### src/rtl/flash_hps_bridge.sv
// Avalon-MM register bank turning HPS writes into timed change/schedule request pulses for the FLASH wrapper.
// Read latency 1; no backpressure: writes to a busy channel are discarded and flagged in STATUS.dropped.
module flash_hps_bridge #(
  parameter int REQ_HOLD  = 4,
  parameter int GUARD     = 8,
  parameter int SCHED_LAT = 16
) (
  input  logic        clk,
  input  logic        rst,
  input  logic [2:0]  avs_address,
  input  logic        avs_read,
  input  logic        avs_write,
  input  logic [31:0] avs_writedata,
  output logic [31:0] avs_readdata,
  output logic        irq,
  output logic [47:0] hps_change_data,
  output logic        hps_change_req,
  output logic        hps_sched_req,
  input  logic [15:0] hps_next_process,
  input  logic        hps_tick_irq
);

  localparam logic [7:0] HOLD_M1  = 8'(REQ_HOLD - 1);
  localparam logic [7:0] GUARD_M1 = 8'(GUARD - 1);
  localparam logic [7:0] LAT_M1   = 8'(SCHED_LAT - 1);

  typedef enum logic [1:0] {C_IDLE, C_HOLD, C_GUARD} chg_st_t;
  typedef enum logic [1:0] {S_IDLE, S_HOLD, S_WAIT} sch_st_t;

  chg_st_t     r_chg_st, w_chg_nxt;
  sch_st_t     r_sch_st, w_sch_nxt;
  logic [7:0]  r_chg_cnt, w_chg_cnt_nxt;
  logic [7:0]  r_sch_cnt, w_sch_cnt_nxt;
  logic [7:0]  r_type, r_pri;
  logic [15:0] r_pid, r_state;
  logic [15:0] r_next;
  logic        r_next_vld;
  logic        r_tick_q;
  logic [31:0] r_ticks;
  logic        r_pend, r_ovr, r_drop, r_irq_en, r_irq;

  logic        w_wr_a, w_wr_b, w_wr_s, w_wr_ack, w_wr_ctrl, w_rd_next;
  logic        w_chg_busy, w_sch_busy, w_capture, w_tick_edge, w_drop_set;
  logic [31:0] w_rdata;

  assign w_wr_a    = avs_write && (avs_address == 3'd0);
  assign w_wr_b    = avs_write && (avs_address == 3'd1);
  assign w_wr_s    = avs_write && (avs_address == 3'd2);
  assign w_wr_ack  = avs_write && (avs_address == 3'd5);
  assign w_wr_ctrl = avs_write && (avs_address == 3'd7);
  assign w_rd_next = avs_read  && (avs_address == 3'd3);

  assign w_chg_busy  = (r_chg_st != C_IDLE);
  assign w_sch_busy  = (r_sch_st != S_IDLE);
  assign w_tick_edge = !r_tick_q && hps_tick_irq;
  assign w_drop_set  = ((w_wr_a || w_wr_b) && w_chg_busy) || (w_wr_s && w_sch_busy);

  assign hps_change_data = {r_state, r_pri, r_pid, r_type};
  assign hps_change_req  = (r_chg_st == C_HOLD);
  assign hps_sched_req   = (r_sch_st == S_HOLD);
  assign irq             = r_irq;

  always_comb begin
    w_chg_nxt     = r_chg_st;
    w_chg_cnt_nxt = r_chg_cnt;
    case (r_chg_st)
      C_IDLE: begin
        if (w_wr_b) begin
          w_chg_nxt     = C_HOLD;
          w_chg_cnt_nxt = HOLD_M1;
        end
      end
      C_HOLD: begin
        if (r_chg_cnt == 8'd0) begin
          // A zero-length guard skips straight back to IDLE
          if (GUARD == 0) begin
            w_chg_nxt = C_IDLE;
          end else begin
            w_chg_nxt     = C_GUARD;
            w_chg_cnt_nxt = GUARD_M1;
          end
        end else begin
          w_chg_cnt_nxt = r_chg_cnt - 8'd1;
        end
      end
      C_GUARD: begin
        if (r_chg_cnt == 8'd0) w_chg_nxt = C_IDLE;
        else                   w_chg_cnt_nxt = r_chg_cnt - 8'd1;
      end
      default: w_chg_nxt = C_IDLE;
    endcase
  end

  always_comb begin
    w_sch_nxt     = r_sch_st;
    w_sch_cnt_nxt = r_sch_cnt;
    w_capture     = 1'b0;
    case (r_sch_st)
      S_IDLE: begin
        if (w_wr_s) begin
          w_sch_nxt     = S_HOLD;
          w_sch_cnt_nxt = HOLD_M1;
        end
      end
      S_HOLD: begin
        if (r_sch_cnt == 8'd0) begin
          w_sch_nxt     = S_WAIT;
          w_sch_cnt_nxt = LAT_M1;
        end else begin
          w_sch_cnt_nxt = r_sch_cnt - 8'd1;
        end
      end
      S_WAIT: begin
        if (r_sch_cnt == 8'd0) begin
          w_sch_nxt = S_IDLE;
          w_capture = 1'b1;
        end else begin
          w_sch_cnt_nxt = r_sch_cnt - 8'd1;
        end
      end
      default: w_sch_nxt = S_IDLE;
    endcase
  end

  always_comb begin
    w_rdata = 32'd0;
    case (avs_address)
      3'd3:    w_rdata = {15'd0, r_next_vld, r_next};
      3'd4:    w_rdata = {27'd0, r_drop, r_ovr, r_pend, w_sch_busy, w_chg_busy};
      3'd6:    w_rdata = r_ticks;
      3'd7:    w_rdata = {31'd0, r_irq_en};
      default: w_rdata = 32'd0;
    endcase
  end

  always_ff @(posedge clk) begin
    if (rst) begin
      r_chg_st     <= C_IDLE;
      r_chg_cnt    <= 8'd0;
      r_sch_st     <= S_IDLE;
      r_sch_cnt    <= 8'd0;
      r_type       <= 8'd0;
      r_pri        <= 8'd0;
      r_pid        <= 16'd0;
      r_state      <= 16'd0;
      r_next       <= 16'd0;
      r_next_vld   <= 1'b0;
      r_tick_q     <= 1'b0;
      r_ticks      <= 32'd0;
      r_pend       <= 1'b0;
      r_ovr        <= 1'b0;
      r_drop       <= 1'b0;
      r_irq_en     <= 1'b0;
      r_irq        <= 1'b0;
      avs_readdata <= 32'd0;
    end else begin
      r_chg_st  <= w_chg_nxt;
      r_chg_cnt <= w_chg_cnt_nxt;
      r_sch_st  <= w_sch_nxt;
      r_sch_cnt <= w_sch_cnt_nxt;

      // Staging only moves while the change channel is idle
      if (w_wr_a && !w_chg_busy) begin
        r_type <= avs_writedata[7:0];
        r_pid  <= avs_writedata[23:8];
        r_pri  <= avs_writedata[31:24];
      end
      if (w_wr_b && !w_chg_busy) r_state <= avs_writedata[15:0];

      if (w_capture) begin
        r_next     <= hps_next_process;
        r_next_vld <= 1'b1;
      end else if (w_rd_next) begin
        r_next_vld <= 1'b0;
      end

      r_tick_q <= hps_tick_irq;
      if (w_tick_edge) r_ticks <= r_ticks + 32'd1;

      // A tick edge outranks a same-cycle acknowledge
      if (w_tick_edge)                       r_pend <= 1'b1;
      else if (w_wr_ack && avs_writedata[2]) r_pend <= 1'b0;

      if (w_tick_edge && r_pend)             r_ovr <= 1'b1;
      else if (w_wr_ack && avs_writedata[3]) r_ovr <= 1'b0;

      if (w_drop_set)                        r_drop <= 1'b1;
      else if (w_wr_ack && avs_writedata[4]) r_drop <= 1'b0;

      if (w_wr_ctrl) r_irq_en <= avs_writedata[0];
      r_irq <= r_pend && r_irq_en;

      if (avs_read) avs_readdata <= w_rdata;
    end
  end

endmodule
### config.mk
export PLATFORM = sky130hd
export DESIGN_NAME = flash_hps_bridge
export DESIGN_NICKNAME = d
export VERILOG_FILES = /design/src/rtl/flash_hps_bridge.sv
export SDC_FILE = /design/constraint.sdc
export NUM_CORES = 1
export LEC_CHECK = 0
export CORE_ASPECT_RATIO = 0.75
export CORE_UTILIZATION = 40
export DETAILED_ROUTE_END_ITERATION = 8
export PLACE_DENSITY_LB_ADDON = 0.15
export SETUP_SLACK_MARGIN = 0.05
export SYNTH_ARGS = -nofsm -noshare
export SYNTH_HDL_FRONTEND = slang
export SYNTH_SLANG_ARGS = --single-unit
export TNS_END_PERCENT = 10
### constraint.sdc
create_clock -name clk -period 3.75 [get_ports clk]
set_input_delay 0.5625 -clock clk [delete_from_list [all_inputs] [get_ports clk]]
set_output_delay 0.5625 -clock clk [all_outputs]
set_load 0.01 [all_outputs]
# After elaboration in Yosys (flattened, before gate mapping)
# Cells that the tools add are included.
[classes] n_addsub=3 n_eq_ne=19 mux=27 reduce_logical=37
[ops] operator="$pmux W32 S4" count=1
[ops] operator="$mux W8" count=6
[ops] operator="$pmux W8 S3" count=2
[ops] operator="$add A32 B1 Y32 const B" count=1
[ops] operator="$logic_and A1 B1 Y1" count=16
[ops] operator="$logic_not A8 Y1" count=2
[ops] operator="$sub A8 B1 Y8 const B" count=2
[ops] operator="$eq A3 B3 Y1 const B" count=4
[ops] operator="$mux W2" count=6
[ops] operator="$ne A2 B2 Y1 const B" count=6
[ops] operator="$pmux W2 S3" count=2
[ops] operator="$reduce_and A3 Y1" count=4
[ops] operator="$reduce_bool A2 Y1" count=6
[ops] operator="$mux W1" count=10
[ops] operator="$eq A3 B2 Y1 const B" count=2
[ops] operator="$reduce_bool A3 Y1" count=2
[ops] operator="$eq A2 B1 Y1 const B" count=2
[ops] operator="$eq A2 B2 Y1 const B" count=2
[ops] operator="$logic_not A2 Y1" count=2
[ops] operator="$ne A2 B1 Y1 const B" count=2
[ops] operator="$eq A3 B1 Y1 const B" count=1
[ops] operator="$logic_not A3 Y1" count=1
[ops] operator="$logic_not A1 Y1" count=2
[ops] operator="$logic_or A1 B1 Y1" count=2
[word_totals] reg_bits=155 in_bits=56 out_inout_bits=83 word_cells=104

# Depth between registers and ports, before layout
[depth] word_depth=6 ltp_mapped=8 mapped_depth_nobuf=7

# Worst setup path after synthesis
# Ideal clock, no wire load.
[synth_timing] path_type="reg-to-reg" startpoint="reg r_sch_st[1]" endpoint="reg r_sch_cnt[3]" setup_ns=0.119 arrival_ns=1.762 t_required_ns=3.631 path_slack_ns=1.869 path_stages_with_launch=9 n_path_buf=1 period_less_slack_ns=1.881 cell_sequence="dfxtp_1 inv_1 ha_1 or2_2 mux2i_1 nand2b_1 buf_6 a21oi_1 o221a_2"
[synth_between] elab_chain_cells=3 elab_cells_between_ends=8 cone_classes="4 x eq/ne; 1 x mux; 3 x reduce/logical"
[synth_rtl] item="start, declared" line="31" text="sch_st_t r_sch_st, w_sch_nxt;"
[synth_rtl] item="start signal, assigned" line="159" text="r_sch_st <= w_sch_nxt;"
[synth_rtl] item="$eq A2 B1 Y1 (*)"
[synth_rtl] item="net hps_sched_req" line="18" text="output logic hps_sched_req,"
[synth_rtl] item="$reduce_bool A3 Y1 (no source line)"
[synth_rtl] item="$reduce_and A3 Y1 (no source line)"
[synth_rtl] item="end signal, assigned" line="160" text="r_sch_cnt <= w_sch_cnt_nxt;"
[synth_rtl] item="end, declared" line="33" text="logic [7:0] r_sch_cnt, w_sch_cnt_nxt;"
# The timed path passes the listed nets; every way through them passes the cells marked *.
# A chain may end at the register's enable or synchronous reset.

# Worst setup path after layout
[layout_timing] startpoint="reg r_sch_cnt[0]" endpoint="reg r_sch_cnt[5]"
[layout_between] elab_chain_cells=3 elab_cells_between_ends=7 cone_classes="1 x add/sub; 1 x eq/ne; 3 x mux; 2 x reduce/logical"
[layout_rtl] item="$sub A8 B1 Y8 / $logic_not A8 Y1 (equally long branches)"
[layout_rtl] item="$mux W8, or another cell as far along" line="114" text="if (r_sch_cnt == 8'd0) begin"
[layout_rtl] item="$pmux W8 S3 / $reduce_and A3 Y1 (equally long branches)"
# Parallel ways exist; a longest one is shown, timed or not. The select of a mux whose other input is x is not followed.

==> metrics.cfg <==
[clocking]
tritoncts=done
clock_tree_sinks=155
cts_post_setup_buffers_inserted=0
clk_path_buf_depth=2
number_of_buffers_inserted_for_hold_repair_after_clock_tree_synthesis=0
clk_pin_slew_worst_paths_ns=0.06
cts_inserted_buffers=17
clockRootBuffer=sky130_fd_sc_hd__clkbuf_16
h-tree-depth=4
cts.repair.resized=0
worst_skew_pair.late_latency_ns=0.42

[synthesis]
mappedNetlistNets=870
synth_enable_flop_cells=0
synthCells=805
postSynthAreaPerCell_um2=8.26
netlist_area_um2=6650
yosys_warnings=0
async_flop_share=0
synthTopCellsByArea=sky130_fd_sc_hd__dfxtp_1 47%, sky130_fd_sc_hd__a21oi_1 8.6%, sky130_fd_sc_hd__nand2_1 8.5%, sky130_fd_sc_hd__nor2_1 5.1%, sky130_fd_sc_hd__nor2b_1 4.0%
netlist.area_leader.share=0.467
synthDistinctLibCells=62
postSynthRegisterBits=155
synth_top_cell_by_area=sky130_fd_sc_hd__dfxtp_1
ys_dominant_reg_cell=sky130_fd_sc_hd__dfxtp_1
synth_commonest_cells=155 x sky130_fd_sc_hd__dfxtp_1, 150 x sky130_fd_sc_hd__nand2_1, 114 x sky130_fd_sc_hd__a21oi_1
yosysSeqAreaShare=0.467
post-synth-top-count-cell=sky130_fd_sc_hd__dfxtp_1

[worst_setup_path]
crit_path_end_kind=flip-flop
path_buf_inv=1
crit_start=r_sch_cnt[0]
timing.reg2reg.setup_slack_ns=1.30
crit_path_cells=inv_1, ha_1, nor3b_1, nand3_2, nand2b_1, nor3_1, a22o_1
worst-endpoint-arrival_ns=2.76
regToRegStartpoint=r_sch_cnt[0]
cp_data_required_time_ns=4.07
cpLargestDelayFamily=simple AND/OR/NAND/NOR gates
critical_path.startpoint_type=flip-flop
path_max_fanout=17
timing.critical_path.slowest_cell_delay_ns=0.49
timing.critical_path.slowest_stage_cell=sky130_fd_sc_hd__nor3b_1
crit_type=reg2reg

[drt]
postRouteAntennaNets=0
via_per_inst=5.02
routed_wirelength_mm=17.5
via_count=5768
remaining_drc_errors=0
initialDrtViolationCount=301
drt_first_pass_iters=4
routedWlPerCell_um=15.2

[sta]
final-hold-violation-count=0
slew_viol_final=0
worst_case_headroom_to_the_max_slew_limit=0.517
number_of_failing_setup_endpoints_in_the_final_timing_report=0
post_route_setup_slack_ns=1.30
timing.fmax_mhz=409
period_minus_slack_ns=2.45
timing_worst_slew_pin_value_ns=0.722
finalClockSkew_ns=0.00596
layout_worst_path_cycle_share=0.652
grt_setup_unrepaired=no
setup_total_negative_slack_ns=0

[die]
core_region_area_um2=16100
die_area_um2=17200
io-pin-count=139
placementRows=40
start_util=0.413
die_h_um=114
die_w_um=151

[pwr]
p_leak_uw=0.00305
clock_power_share=0.433
share_comb_of_total_power=0.123
peakVddDrop_mv=0.427
cell_internal_pwr_uw=2910
net-switching-power_uw=972
seqPwrFrac=0.444
switching_share=0.250
power_density_nw_per_um2=444

[global_route]
antenna_found_initial=0
globalRouteTotalUtil=0.214
grt_pass1_vias=5395
maximum_number_of_pins_on_one_net_before_global_route_repair=95
grt_pass1_wl_mm=28.2
grt.overflow.total=0

[outcome]
result_of_the_run=completed

[placement]
dpl.hpwl_mm=11.8
pre_cts_ws_ns=1.05
routabilityCongestion=0.852
placement.io_buffers=138

[cells_and_area]
finish.net_count=993
final_layout_size_suffix_gt1_frac=0.0628
final-seq-area_um2=3100
n_fill_cell=1560
area_of_the_multi_input_gates_um2=3290
area_growth_pct=31.5
diodes=0

[run]
max_cap_viol=0

[min_path]
hold_path_startpoint=r_next[14]
worstHoldPathType=reg2reg

[layer usage]
layer,track usage,part of all wire
met5,0,0
met4,0.0680,0.011
met3,0.0740,0.078
met2,0.298,0.40
met1,0.305,0.52
[sequential cells by signal (all words and copies together) (netlist names), 2 cells and up]
| signal | flops |
|---|---|
| r_pri | 8 |
| r_state | 16 |
| r_sch_cnt | 8 |
| r_ticks | 32 |
| avs_readdata | 32 |
| r_sch_st | 2 |
| r_next | 16 |
| r_chg_st | 2 |
| r_type | 8 |
| r_chg_cnt | 8 |
| r_pid | 16 |
[worst register-to-register path, cell delays in order, from the launching register on]
cell                       delay (ns)
sky130_fd_sc_hd__dfxtp_1         0.33
sky130_fd_sc_hd__inv_1           0.08
sky130_fd_sc_hd__ha_1            0.20
sky130_fd_sc_hd__nor3b_1         0.49
sky130_fd_sc_hd__nand3_2         0.47
sky130_fd_sc_hd__nand2b_1        0.42
sky130_fd_sc_hd__nor3_1          0.12
sky130_fd_sc_hd__a22o_1          0.23
[kinds of logic (layout without fill, tap and decap cells)]
group / after synthesis / after routing / synth area share
mux: 6 / 6 / 0.00903
buf+inv: 59 / 194 / 0.0397
compound gates: 166 / 166 / 0.146
fa+ha+maj: 9 / 9 / 0.0169
flops: 155 / 155 / 0.467
xor+xnor: 35 / 35 / 0.0461
simple gates: 375 / 375 / 0.275
[cell type report]
class	instances	share of cell area
Clock buffer	25	0.0589
Clock inverter	6	0.00672
Inverter	16	0.00686
Multi-Input combinational cell	591	0.376
Sequential cell	155	0.355
Tap cell	210	0.0300
Timing Repair Buffer	147	0.167
[worst paths after layout]
kind / endpoint / depth (start not counted)
setup reg to reg: r_sch_cnt[5] / 7
hold / removal: r_next[14] / 2
setup / recovery: r_sch_cnt[5] / 7
hold reg to reg: r_next[14] / 2
[power by group through the flow]
| stage | registers, uW | logic, uW | clock network [uW] |
|---|---|---|---|
| after global routing | 1730 | 533 | 1780 |
| after CTS | 1720 | 477 | 1710 |
| final | 1730 | 478 | 1680 |
| after floorplan | 1760 | 298 | 0 |
| after global placement | 1760 | 476 | 0 |
| after detailed placement | 1760 | 474 | 0 |
[layout by cell type, fill, tap and decap left out, types with 3 or more instances in the layout]
cell and count:
sky130_fd_sc_hd__dfxtp_1 155, sky130_fd_sc_hd__nand2_1 150, sky130_fd_sc_hd__clkdlybuf4s50_1 137, sky130_fd_sc_hd__a21oi_1 114, sky130_fd_sc_hd__nor2_1 91, sky130_fd_sc_hd__nor2b_1 43
sky130_fd_sc_hd__xnor2_1 20, sky130_fd_sc_hd__clkbuf_16 17, sky130_fd_sc_hd__inv_1 16, sky130_fd_sc_hd__nand3_1 15, sky130_fd_sc_hd__xor2_1 15, sky130_fd_sc_hd__nor3_1 14
sky130_fd_sc_hd__a22o_1 13, sky130_fd_sc_hd__o21ai_0 10, sky130_fd_sc_hd__nand2b_1 9, sky130_fd_sc_hd__ha_1 9, sky130_fd_sc_hd__buf_4 9, sky130_fd_sc_hd__nand4_1 7
sky130_fd_sc_hd__nor4_1 7, sky130_fd_sc_hd__mux2i_1 6, sky130_fd_sc_hd__clkbuf_8 6, sky130_fd_sc_hd__and4_1 5, sky130_fd_sc_hd__o22ai_1 4, sky130_fd_sc_hd__and3_1 4
sky130_fd_sc_hd__and2_1 4, sky130_fd_sc_hd__clkinv_2 4, sky130_fd_sc_hd__o211ai_1 3, sky130_fd_sc_hd__o2bb2ai_1 3, sky130_fd_sc_hd__a22oi_1 3
[through the flow]
| stage | total power, uW | util | std cells | area [um2] | hold WS (ns) |
|---|---|---|---|---|---|
| 2_1_floorplan | 2060 | - | 805 | 6650 | 0.432 |
| 3_3_place_gp | 2240 | 0.507 | 1119 | 8170 | 0.440 |
| 3_5_place_dp | 2230 | 0.507 | 1119 | 8170 | 0.445 |
| 4_1_cts | 3910 | 0.543 | 1150 | 8750 | 0.454 |
| 5_1_grt | 4050 | 0.543 | 1150 | 8750 | 0.467 |
| 6_report | 3880 | 0.543 | 1150 | 8750 | 0.451 |
Note: power is estimated with default switching activity, not from simulation.
